--- src/rtl/mux_4to1_rr_arbiter.sv ---
// Four-channel round-robin arbiter that drives a shared 4-to-1 data mux, with a per-grant burst limit.
// Define MUX_ARB_FIXED_PRIO_EN to switch IDLE arbitration to fixed priority (0 > 1 > 2 > 3).
module mux_4to1_rr_arbiter #(
   parameter int WIDTH     = 4,
   parameter int MAX_BURST = 4
) (
   input  logic             clk,
   input  logic             rst,
   input  logic [3:0]       req,
   input  logic [WIDTH-1:0] a,
   input  logic [WIDTH-1:0] b,
   input  logic [WIDTH-1:0] c,
   input  logic [WIDTH-1:0] d,
   input  logic             out_ready,
   output logic [3:0]       gnt,
   output logic [1:0]       sel,
   output logic [WIDTH-1:0] out,
   output logic             out_valid,
   output logic             busy
);

   localparam int CW = $clog2(MAX_BURST + 1);

   localparam logic [0:0] IDLE  = 1'b0;
   localparam logic [0:0] GRANT = 1'b1;

   logic [0:0]    state;
   logic [1:0]    last;
   logic [CW-1:0] cnt;
   logic [CW-1:0] cnt_inc;
   logic [1:0]    winner;
   logic [1:0]    cand;
   logic          accept;
   logic          rel;

   // Handshake: a beat transfers on every cycle where out_valid && out_ready are both high;
   // out_valid never waits on out_ready, and it falls as soon as the granted request drops.
   assign busy      = (state == GRANT);
   assign out_valid = busy && req[sel];
   assign accept    = out_valid && out_ready;
   assign cnt_inc   = cnt + CW'(1);

   // Release on a dropped request, or on the beat that completes the burst.
   assign rel = busy && (!req[sel] || (accept && (cnt_inc == CW'(MAX_BURST))));

`ifdef MUX_ARB_FIXED_PRIO_EN
   always_comb begin
      winner = 2'd0;
      cand   = 2'd0;
      for (int i = 3; i >= 0; i--) begin
         if (req[i]) winner = 2'(i);
      end
   end
`else
   // Offset 1 is scanned last so it wins; offset 4 wraps back to the last winner itself.
   always_comb begin
      winner = last;
      cand   = last;
      for (int i = 4; i >= 1; i--) begin
         cand = last + 2'(i);
         if (req[cand]) winner = cand;
      end
   end
`endif

   always_comb begin
      case (sel)
         2'd0:    out = a;
         2'd1:    out = b;
         2'd2:    out = c;
         default: out = d;
      endcase
   end

   always_ff @(posedge clk) begin
      if (rst) begin
         state <= IDLE;
         gnt   <= 4'b0000;
         sel   <= 2'd0;
         last  <= 2'd3;
         cnt   <= '0;
      end else begin
         case (state)
            IDLE: begin
               if (req != 4'b0000) begin
                  state <= GRANT;
                  gnt   <= 4'b0001 << winner;
                  sel   <= winner;
                  cnt   <= '0;
               end
            end
            default: begin
               if (rel) begin
                  state <= IDLE;
                  gnt   <= 4'b0000;
                  last  <= sel;
                  cnt   <= '0;
               end else if (accept) begin
                  cnt <= cnt_inc;
               end
            end
         endcase
      end
   end

endmodule

--- config.mk ---
export PLATFORM = sky130hd
export DESIGN_NAME = mux_4to1_rr_arbiter
export DESIGN_NICKNAME = d
export VERILOG_FILES = /design/src/rtl/mux_4to1_rr_arbiter.sv
export SDC_FILE = /design/constraint.sdc
export NUM_CORES = 1
export LEC_CHECK = 0
export CAP_MARGIN = 25
export CORE_MARGIN = 3
export CORE_UTILIZATION = 44
export DETAILED_ROUTE_END_ITERATION = 8
export PLACE_DENSITY_LB_ADDON = 0.2
export SETUP_SLACK_MARGIN = 0.3
export SLEW_MARGIN = 20
export SYNTH_ARGS = -nofsm -noshare
export SYNTH_HDL_FRONTEND = slang
export SYNTH_SLANG_ARGS = --single-unit
--- constraint.sdc ---
create_clock -name clk -period 3.8 [get_ports clk]
set_clock_uncertainty 0.15 [all_clocks]
set_input_delay 1.14 -clock clk [delete_from_list [all_inputs] [get_ports clk]]
set_output_delay 1.14 -clock clk [all_outputs]
set_load 0.1 [all_outputs]
==> qor.txt <==
Slew HR: 61.58%
Cells after synthesis: 85
Router iterations before antenna repair: 4
Die extent in x: 48.60 um
Cell row count: 14
Final Max Tran Viols: 0
Num CTS Buffers: 3
Total global routing overflow: 0
Multi-input gate area: 516.7 um2
VDD IR-drop max: 0.0002851 V
WHS Endpoint: cnt[2]$_SDFFE_PP0P_
Unrepaired setup endpoints after global routing: false
Final setup fails: 0
Global-route wire length before repair: 3.505 mm
# DRC: 0
Initial Util: 49.53%
Share of layout cells above drive strength 1: 21.95%
Critical Path Start Type: primary input
Worst hold path type: flip-flop to flip-flop
Placed Cells: 143
Nature of the critical path endpoint: primary output
Synth warn: 0
Post-synthesis async set-or-reset flop share: 0%
Hold Buf Count CTS: 0
Cell taking the most area after synthesis: dfxtp_1
Worst path cell trace: dlygate4sd2_1, mux4_2, buf_12
Vias per inst: 5.442
Core Footprint: 0.001612 mm2
Final Net Count: 150
Clock slew at reported path FFs: 70 ps
Most common cell in the netlist: dfxtp_1
Clock buffer depth: 2
Fmax: 0.2979 GHz
Routed via count: 800
GRT Total Usage: 19.14%
Worst r2r dst: cnt[2]$_SDFFE_PP0P_
Max cap viols: 0
Finished Layout Cells: 147
Synth area leaders: dfxtp_1 30%, mux4_2 14%, mux2i_1 6.3%
Synth Register Bits: 12
DRT iter0 DRCs: 17
Final WL: 2.141 mm
I/O pins: 35
Leakage: 0.0005428 uW
H-tree levels: 1
Internal reg-to-reg setup slack: 1740 ps
Synth top area share: 30.09%
WL/cell: 14.56 um
Input/output buffers: 34
FILL cells: 129
Status: complete, no violations
Crit path kind: primary input to primary output
Root Driver: clkbuf_4
Vias in the first global route: 755
CTS tree: built
Post-synthesis cell type count: 29
P per Cell Area: 399.3 mW/mm2
Main synth FF type: dfxtp_1
CP arrival: 2070 ps
Hold path startpoint: cnt[2]$_SDFFE_PP0P_
Slew @ Worst Pin: 571.0 ps
Register Area: 240.2 um2
Mapped cell area: 798.3 um2
Antenna viol nets, final: 0
Critical Path Max Stage Delay: 500 ps
Hpwl dp: 1.677 mm
Worst r2r path cells: 5
WHS Path Cells: 2
Req. time, crit path: 2510 ps
Fin crit share: 88.34%
Crit Path Max Fanout: 1
Reg2Reg Launch Point: sel[0]$_SDFFE_PP0P_
Post-synthesis sequential area ratio: 30.09%
Die height: 48.60 um
Final setup TNS: 0 ps
Die area: 0.002361 mm2
Clk_lat worst skew: 270 ps
Layout Area Growth over Synthesis: 52.98%
Most instantiated cells after synthesis: 12 x dfxtp_1, 7 x nand2b_1, 7 x o21ai_0
Slowest cell on the critical path: mux4_2
CTS sink count: 12
Syn avg cell area: 9.391 um2
Largest net degree at the start of global routing: 17
Antenna diodes: 0
Final Hold Fails: 0
Period minus WS final: 3357 ps
Routability cong.: 0.7358
Post-synth EDFFs: 0
Initial antenna violation count: 0
Post-Syn Nets: 110
==> worst max-delay path by stage <==
stage                         from   endpoint  slack, ps  cells after the start
2_1_floorplan  sel[1]$_SDFFE_PP0P_  out_valid        300                      4
3_3_place_gp                req[1]  out_valid        170                      5
3_5_place_dp                req[1]  out_valid        130                      5
4_1_cts                     req[0]  out_valid        290                      5
5_1_grt                     req[1]  out_valid        400                      5
6_report                      d[2]     out[2]        440                      3
==> through the flow <==
stage	power (uW)	cell area (um2)	setup WS [ps]	utilization, %	hold WS (ps)
floorplan	330.8	798.3	302.8	-	302.2
global placement	414.7	1204	167.2	74.69	313.7
detailed placement	418.7	1204	134.2	74.69	318.6
CTS	488.9	1205	288.9	74.77	336.7
global route	512.6	1221	400.4	75.78	367.4
finish	487.6	1221	443.1	75.78	336.4
==> timing repair <==
action	4_1_cts	5_1_grt
endpoints found under the setup margin	5	3
setup buffers	0	1
pin swaps	1	1
resized for setup	18	4
==> per-layer routing <==
| metal | vias to the layer above | track usage [%] | wire [um] |
|---|---|---|---|
| met3 | 2 | 6.748 | 169 |
| met1 | 363 | 23.38 | 933 |
| met2 | 38 | 32.34 | 1022 |
| met4 | 0 | 4.265 | 17 |
| li1 | 397 | - | - |
| met5 | - | 0 | 0 |
==> power by group <==
group | total (uW) | leakage, uW | internal [uW] | switching, uW
sequential | 154 | 0.0000984 | 137 | 17.5
clock | 76.2 | 0.0000138 | 36.7 | 39.4
combinational | 257 | 0.000431 | 95.2 | 162
total | 488 | 0.000543 | 269 | 219
==> critical path: cells and delay by family <==
kind	cells	cell delay, ps
buffers and inverters	2	420
muxes	1	500
==> area by class of cell <==
type | instances | share of cell area, %
clock buffers | 3 | 1.844
multi-input cells | 64 | 42.32
flip-flops and latches | 12 | 19.67
well taps | 24 | 2.459
inverters | 6 | 1.844
repair buffers | 38 | 31.86
==> state kept, by name, indices dropped and copies added (netlist names) <==
name and cells:
busy 1, cnt 3, gnt 4, last 2
sel 2
==> kinds of logic after synthesis <==
logic type / Yosys count / share of synthesized area (%)
compound gates: 24 / 20.69
buf+inv: 9 / 5.328
fa+ha+maj: 2 / 3.134
mux: 11 / 21.79
simple gates: 27 / 18.97
flops: 12 / 30.09
==> cell usage in the layout (no fill, tap or decap), drive strengths merged <==
master	n
a211oi	1
a21boi	1
a21o	1
a21oi	4
a221o	1
a221oi	1
a32o	4
buf	16
clkbuf	3
clkdlybuf4s50	2
dfxtp	12
dlygate4sd2	17
dlymetal6s2s	3
ha	2
inv	6
mux2	1
mux2i	5
mux4	5
nand2	2
nand2b	7
nand4b	1
nor2	6
nor2b	6
nor3	2
nor4	1
o211ai	1
o21a	1
o21ai	8
o22a	1
or4	2
(Power assumes the default switching activity.)
